File: src/rtl/conv_tap_accumulator.sv
// Serial signed accumulator for one convolution window of TAPS kernel products.
// Latency: out_valid rises one cycle after the last tap is accepted; stalls extend it.
// Backpressure: result held in DONE until out_ready; optional macro CONV_ACC_RELU_EN clamps negative results to zero.
module conv_tap_accumulator #(
  parameter int IN_W  = 14,
  parameter int TAPS  = 9,
  parameter int ACC_W = IN_W + $clog2(TAPS)
) (
  input  logic                         clk,
  input  logic                         rst,
  input  logic                         start,
  input  logic                         abort,
  input  logic [TAPS*IN_W-1:0]         prod,
  input  logic [TAPS-1:0]              prod_valid,
  output logic signed [ACC_W-1:0]      out_sum,
  output logic                         out_valid,
  input  logic                         out_ready,
  output logic                         busy,
  output logic [$clog2(TAPS)-1:0]      tap_idx
);

  localparam int TAP_W = $clog2(TAPS);
  localparam logic [TAP_W-1:0] LAST_TAP = TAP_W'(TAPS - 1);

  typedef enum logic [1:0] {
    IDLE  = 2'd0,
    ACCUM = 2'd1,
    DONE  = 2'd2
  } state_t;

  state_t                  state;
  logic signed [ACC_W-1:0] acc;

  logic [IN_W-1:0]         prod_arr [TAPS];
  logic [IN_W-1:0]         cur_prod;
  logic                    cur_valid;
  logic signed [ACC_W-1:0] acc_next;
  logic signed [ACC_W-1:0] final_sum;

  // Split the packed product bus into per-tap lanes
  for (genvar k = 0; k < TAPS; k++) begin : g_unpack
    assign prod_arr[k] = prod[k*IN_W +: IN_W];
  end

  // Select the awaited tap and form the sign-extended running sum
  always_comb begin
    cur_prod  = prod_arr[tap_idx];
    cur_valid = prod_valid[tap_idx];
    acc_next  = acc + {{(ACC_W-IN_W){cur_prod[IN_W-1]}}, cur_prod};
`ifdef CONV_ACC_RELU_EN
    final_sum = acc_next[ACC_W-1] ? '0 : acc_next;
`else
    final_sum = acc_next;
`endif
  end

  // Window FSM: all outputs are registered here
  always_ff @(posedge clk) begin
    if (rst) begin
      state     <= IDLE;
      acc       <= '0;
      tap_idx   <= '0;
      out_sum   <= '0;
      out_valid <= 1'b0;
      busy      <= 1'b0;
    end else begin
      case (state)
        IDLE: begin
          // abort beats start so a simultaneous request is dropped
          if (start && !abort) begin
            state   <= ACCUM;
            acc     <= '0;
            tap_idx <= '0;
            busy    <= 1'b1;
          end
        end
        ACCUM: begin
          if (abort) begin
            state   <= IDLE;
            acc     <= '0;
            tap_idx <= '0;
            busy    <= 1'b0;
          end else if (cur_valid) begin
            acc <= acc_next;
            if (tap_idx == LAST_TAP) begin
              state     <= DONE;
              tap_idx   <= '0;
              out_sum   <= final_sum;
              out_valid <= 1'b1;
            end else begin
              tap_idx <= tap_idx + TAP_W'(1);
            end
          end
        end
        DONE: begin
          // abort is deliberately ignored: a finished result is never lost
          if (out_ready) begin
            out_valid <= 1'b0;
            if (start) begin
              state   <= ACCUM;
              acc     <= '0;
              tap_idx <= '0;
            end else begin
              state <= IDLE;
              busy  <= 1'b0;
            end
          end
        end
        default: begin
          state     <= IDLE;
          out_valid <= 1'b0;
          busy      <= 1'b0;
        end
      endcase
    end
  end

endmodule
File: config.mk
export PLATFORM = sky130hd
export DESIGN_NAME = conv_tap_accumulator
export DESIGN_NICKNAME = d
export VERILOG_FILES = /design/src/rtl/conv_tap_accumulator.sv
export SDC_FILE = /design/constraint.sdc
export NUM_CORES = 1
export LEC_CHECK = 0
export BUFFER_PORTS_ARGS = -buffer_cell sky130_fd_sc_hd__buf_2
export CORE_MARGIN = 2
export CORE_UTILIZATION = 43
export DETAILED_ROUTE_END_ITERATION = 6
export PLACE_DENSITY_LB_ADDON = 0.15
export SLEW_MARGIN = 20
export SYNTH_ARGS = -nofsm -noshare
export SYNTH_HDL_FRONTEND = slang
export SYNTH_SLANG_ARGS = --single-unit
File: constraint.sdc
create_clock -name clk -period 3.6 [get_ports clk]
set_input_delay 1.08 -clock clk [delete_from_list [all_inputs] [get_ports clk]]
set_output_delay 1.08 -clock clk [all_outputs]
set_load 0.02 [all_outputs]
==> results.tsv, run 1 <==
metric	value	unit
TritonCTS buffer count	5	
Pre-antenna DRT Iters	4	
final period utilization	96.5	%
Max IR drop VDD	0.000155	V
Crit. End Element	flip-flop	
skew final	12.5	ps
Int Pwr	924	uW
startpoint types	input pin	
ys async rst share	0	%
largest net degree at the start of global routing	45	
DRT antenna net count	0	
final RePlAce weighted congestion	0.890	
worst path required time	3840	ps
Buffers on Ports	163	
Post-DP Area	4770	um2
Distinct cells, synth	55	
Hold Path Origin	out_valid	
drt total wl	11.4	mm
H-tree lvl count	2	
EDFF count, synth	0	
Remaining Overflow, GRT	0	
clock group share of total power	30.8	%
Slowest cell on crit path	mux4_2	
core area	8180	um2
footprint of the multi-input gates	2590	um2
Flop pwr share	38.0	%
Largest delay share family, worst path	compound AO/OA/AOI/OAI gates	
setup ws final	127	ps
Final Hold Fails	0	
largest family of logic cells by synthesized area	multiplexers	
LEAKAGE	2.23	nW
vias per cell	5.63	
CTS tree	yes	
Buf/Inv on CP	2	
Mapped Cells	411	
simple-gate portion of the synthesized area	17.7	%
Max-slew headroom	49.4	%
CTS Buffer Depth	2	
post-synthesis sequential area ratio	24.3	%
crit-path cells	buf_2 -> mux4_2 -> mux2i_2 -> o21ai_0 -> ha_1 -> fa_1 -> a211oi_2 -> nor3_1 -> buf_4 -> o21ai_0 -> a21oi_1 -> nand4b_1 -> a21oi_1	
CP Max Fanout	3	
post-route design area	4930	um2
Detailed Route Iter0 Violations	254	
syn_nets	571	
Die Height	95.8	um
Reg area	882	um2
Max Cap Violations	0	
critical path arrival	3720	ps
Post-Synth XOR/XNOR Area	2.66	%
adder-cell share of the synthesized area	7.12	%
Sw Ratio	29.9	%
ys flop type	dfxtp_1	
Comb power frac	31.2	%
via count	3959	
# DRC	0	
chip width	95.8	um
Die Footprint	9170	um2
hpwl dp	9.16	mm
FILL cells	739	
Synth Warn #	0	
worst r2r src	tap_idx[1]	
commonest non-fill, non-tap cell in the layout	buf_2	
first-pass GRT wire length	17.8	mm
commonest non-fill, non-tap cells in the layout	163 x buf_2, 55 x nand2_1, 45 x a21oi_1	
GRT Total Usage	24.8	%
Final setup viols	0	
synthesized area per cell	8.81	um2
fmax	288	MHz
Mapped Area	3620	um2
flops & latches, synth	44	
Clock Sinks	44	
Synth Area in Compound Gates	19.9	%
minimum clock period	3470	ps
vias in the first global route	3739	
Net Switching	393	uW
initial antenna violation count	0	
register clock-pin slew on the reported worst setup and hold paths	100	ps
Post-layout nets	757	
area delta synth->final	36.0	%
Post-CTS Hold Fix Bufs	0	
worst skew pair latency	310	ps
share of layout cells above drive strength 1	43.1	%
critical path class	input pin to flip-flop	
Min-Delay Path Class	flip-flop to flip-flop	
WL/cell	16.1	um
Post-Place Setup Slack	-301	ps
final setup TNS	0	ps
ant diodes	0	
Initial Util	44.3	%
outcome	completed	
multiplexer share of the synthesized area	23.4	%
Clock Tree Root	clkbuf_8	
# rows	33	
IO Pins	164	
CP startpoint	prod[98]	
Worst Tran Pin Value	759	ps
Slew Limit Fails	0	
pwr dens	267	nW/um2
Crit path largest cell delay	470	ps
[final cells by class]
type | instances | share of cell area [%]
Clock buffer | 5 | 1.40
Clock inverter | 3 | 0.940
Inverter | 11 | 0.838
Multi-Input combinational cell | 327 | 52.6
Sequential cell | 44 | 17.9
Tap cell | 105 | 2.67
Timing Repair Buffer | 208 | 23.7
[synthesized netlist by cell type (6+ instances only)]
master    count  area [um2]
nor2_1       19        71.3
o21ai_1       6        30.0
xnor2_1       7        61.3
nand2_1      55         206
buf_2        10        50.1
nand3b_1     10        75.1
dfxtp_1      44         881
a21oi_1      46         230
ha_1         19         238
nor3_1       10        50.1
mux4_2       30         676
clkbuf_1     13        48.8
mux2i_1      16         160
o21ai_0      27         135
nand3_1      13        65.1
inv_1        10        37.5
[flip-flops by register name, indices dropped and copies added (netlist names)]
register   flops
busy           1
out_sum       18
out_valid      1
state          2
tap_idx        4
acc           18
[cell families (layout without fill, tap and decap cells)]
kind of cell	count (synthesis)	in the layout
XOR/XNOR	11	11
buffers and inverters	40	227
adder cells (fa/ha/maj)	20	20
AND/OR/NAND/NOR	129	129
multiplexers	47	47
AO/OA/AOI/OAI	120	120
flip-flops	44	44
[worst register-to-register path, cell delays in order (launching register included)]
cell	delay, ps
dfxtp_1	630
buf_4	310
mux4_2	330
mux2i_1	200
o21ai_0	140
ha_1	340
buf_4	150
a21o_1	170
a21o_1	210
a21oi_2	190
a21boi_0	180
nor4_1	320
o21ba_1	150
[what timing repair did]
action | in CTS | in global routing
pin swaps | 0 | 1
resized for setup | 1 | 6
setup endpoints to repair | 1 | 13
buffers inserted | 0 | 1
[power groups by stage]
stage	Sequential [mW]	Combinational, mW	Clock [mW]
global placement	0.512	0.398	0
floorplan	0.510	0.238	0
CTS	0.501	0.405	0.412
finish	0.501	0.411	0.405
global route	0.502	0.448	0.434
detailed placement	0.512	0.402	0
[per-stage QoR]
step / cells / hold WS [ps] / util [%] / power [mW]
after floorplan: 411 / 436 / - / 0.747
after global placement: 694 / 439 / 58.4 / 0.909
after detailed placement: 694 / 446 / 58.4 / 0.914
after CTS: 702 / 459 / 59.8 / 1.32
after global routing: 703 / 481 / 60.3 / 1.38
final: 703 / 457 / 60.3 / 1.32
[final timing paths]
kind / to / slack (ps) / cells after the start
hold reg to reg: out_valid / 460 / 2
hold / removal: out_valid / 460 / 2
setup / recovery: acc[14] / 130 / 13
setup reg to reg: acc[11] / 240 / 12
[per-layer routing]
metal	vias to the layer above	wire (um)	global-route usage [%]
met5	-	0	0
met4	0	164	6.19
met3	14	756	3.29
met2	174	5780	45.2
met1	1857	4650	30.8
li1	1914	-	-
Power figures use the tool's default switching activity.
==> run 2: changes to the inputs <==
--- a/config.mk
+++ b/config.mk
@@ -5,9 +5,10 @@
 export SDC_FILE = /design/constraint.sdc
 export NUM_CORES = 1
 export LEC_CHECK = 0
+export ABC_AREA = 1
 export BUFFER_PORTS_ARGS = -buffer_cell sky130_fd_sc_hd__buf_2
 export CORE_MARGIN = 2
-export CORE_UTILIZATION = 43
+export CORE_UTILIZATION = 44
 export DETAILED_ROUTE_END_ITERATION = 6
 export PLACE_DENSITY_LB_ADDON = 0.15
 export SLEW_MARGIN = 20
==> run 2 against run 1 <==
Compared with the run above: sequential power about the same; critical endpoint is now acc[13]; total power decreased by 11%; register-to-register slack improved by 170 ps; critical path depth increased by 2; sequential cell count unchanged; die area increased by 4.0%; first-iteration DRC count increased by 33%; final cell count increased by 23%; area after synthesis increased by 6.6%; clock power decreased by 23%; global-route usage increased by 2.1 points; count of clock-buffer cells in the layout increased by 2.
==> results.tsv, run 2 <==
metric	value	unit
ys async rst share	0	%
ys flop type	dfxtp_1	
hold depth	2	
hold slack	467	ps
minimum clock period	3190	ps
Final setup viols	0	
critical path arrival	3420	ps
metal2 WL	5.88	mm
GRT Total Usage	26.9	%
Hold Path Origin	out_valid	
EDFF count, synth	0	
WL/cell	14.7	um
first-pass GRT wire length	21.6	mm
Post-synth top cells	116 x nand2_1, 113 x nor2_1, 66 x o21ai_0	
Reg area	882	um2
Detailed Route Iter0 Violations	337	
clock group share of total power	26.4	%
Synth top area share	22.8	%
Worst Tran Pin Value	656	ps
Flop pwr share	42.5	%
wire length on met3	860	um
final RePlAce weighted congestion	1.00	
Hold EP	out_valid	
Clock Sinks	44	
hpwl dp	9.78	mm
Setup Buffers After CTS	0	
r2r worst-path depth	15	
post-route met1 wirelength	5.65	mm
final non-filler cell total	866	
RSZ-0062 raised after global routing	no	
worst r2r src	tap_idx[0]	
CP most frequent cell	nand2_1	
CP Max Fanout	63	
count leader, synth	nand2_1	
DRT antenna net count	0	
flops & latches, synth	44	
Remaining Overflow, GRT	0	
via count	4721	
Slew Limit Fails	0	
Slowest cell on crit path	dfxtp_2	
leading area contributor after synthesis	dfxtp_1	
Initial Util	44.9	%
Mapped Cells	614	
core area	8590	um2
Post-layout nets	915	
Int Pwr	777	uW
Sw Ratio	33.8	%
worst path required time	3830	ps
IO Pins	164	
register clock-pin slew on the reported worst setup and hold paths	90	ps
Distinct cells, synth	39	
H-tree lvl count	2	
CTS tree	yes	
Synth area leaders	dfxtp_1 23%, nand2_1 11%, nor2_1 11%	
crit-path cells	inv_4 -> o21ai_0 -> o22ai_1 -> o211ai_1 -> nand2_1 -> ha_1 -> nand2_1 -> nor2_1 -> nand3_1 -> nand3_1 -> nand2_1 -> nand2_1 -> xor2_1 -> nand2_1 -> a21oi_1	
commonest non-fill, non-tap cells in the layout	163 x buf_2, 116 x nand2_1, 113 x nor2_1	
Final Hold Fails	0	
Buffers on Ports	163	
Synth Warn #	0	
Clock Tree Root	clkbuf_8	
Max-slew headroom	56.2	%
Max Cap Violations	0	
placed insts	856	
Comb power frac	31.1	%
footprint of the multi-input gates	2630	um2
LEAKAGE	2.38	nW
Post-CTS Hold Fix Bufs	0	
final period utilization	88.7	%
chip width	97.7	um
initial antenna violation count	2	
vias in the first global route	4624	
share of layout cells above drive strength 1	27.4	%
critical path class	flip-flop to flip-flop	
drt total wl	12.7	mm
Net Switching	396	uW
CTS Buffer Depth	2	
largest net degree at the start of global routing	64	
final core occ	55.6	%
TritonCTS buffer count	5	
# rows	34	
Post-Place Setup Slack	209	ps
Crit path largest cell delay	520	ps
biggest registers after layout	acc (18), out_sum (18), tap_idx (4)	
Die Footprint	9540	um2
Crit. End Element	flip-flop	
vias per cell	5.45	
FILL cells	902	
final setup TNS	0	ps
RR Endpoint	acc[13]	
Die Height	97.7	um
worst skew pair latency	300	ps
post-synthesis sequential area ratio	22.8	%
synthesized area per cell	6.29	um2
syn_nets	774	
Pre-antenna DRT Iters	5	
commonest non-fill, non-tap cell in the layout	buf_2	
skew final	5.81	ps
startpoint types	flip-flop	
pwr dens	245	nW/um2
uppermost layer routed	met4	
fmax	313	MHz
# DRC	0	
Min-Delay Path Class	flip-flop to flip-flop	
Max IR drop VDD	0.000210	V
outcome	completed	
area delta synth->final	23.8	%
setup ws final	407	ps
Mapped Area	3860	um2
FF-to-FF setup slack	410	ps
post-CTS resize count	0	
[run 2: changes by cell type after synthesis, moves of 10 or more]
cell      delta
nand2_1     +61
a21oi_2     +10
mux2i_1     -16
a32o_1      +10
nand2_2     +13
o21ai_0     +39
inv_1       +33
mux4_2      -30
o221ai_1    +23
nand3_1     +23
a21oi_1     -17
nor2_1      +94
[run 2: area by class of cell]
type,count,area share [%]
multi-input cells,488,54.9
flip-flops and latches,44,18.4
well taps,108,2.83
repair buffers,168,18.1
inverters,48,3.85
clock inverters,1,0.183
diodes,2,0.105
clock buffers,7,1.60
[run 2: stage by stage]
stage | cell area (um2) | power, mW
global route | 4780 | 1.24
CTS | 4780 | 1.17
floorplan | 3860 | 0.738
detailed placement | 4690 | 0.868
global placement | 4690 | 0.861
finish | 4780 | 1.17
[run 2: worst max-delay path: cells and delay by family (launching register included)]
family | cells | cell delay [ps]
AO/OA/AOI/OAI | 4 | 680
XOR/XNOR | 1 | 210
adder cells (fa/ha/maj) | 1 | 400
buffers and inverters | 1 | 280
flip-flops | 1 | 520
AND/OR/NAND/NOR | 8 | 1030
[run 2: metal layers]
layer  track usage, %  vias to the layer above
met3             3.09                       20
met2             45.0                      203
met1             36.0                     2144
met5                0                        -
met4             9.08                        0
li1                 -                     2354
[run 2: power by group through the flow]
stage	clock network, mW	logic, mW	registers, mW
final	0.310	0.364	0.498
after global routing	0.334	0.409	0.499
after CTS	0.314	0.361	0.498
after detailed placement	0	0.358	0.510
after global placement	0	0.351	0.510
after floorplan	0	0.230	0.508
[run 2: logic make-up after synthesis]
group / Yosys count / synth area share (%)
DFF: 44 / 22.8
and+or+nand+nor: 291 / 31.6
AOI/OAI and AO/OA: 162 / 26.3
adders and majority gates: 20 / 6.68
xor gates and xnor gates: 15 / 3.40
buffers and inverters: 82 / 9.20
[run 2: worst max path at each step]
stage / startpoint / end / slack [ps] / cells after the start
2_1_floorplan: prod[14] / acc[16] / 630 / 15
3_3_place_gp: prod[22] / acc[13] / 320 / 15
3_5_place_dp: prod[36] / acc[13] / 210 / 15
6_report: tap_idx[0] / acc[13] / 410 / 15
5_1_grt: tap_idx[0] / acc[13] / 20 / 15
4_1_cts: tap_idx[0] / acc[13] / 510 / 15
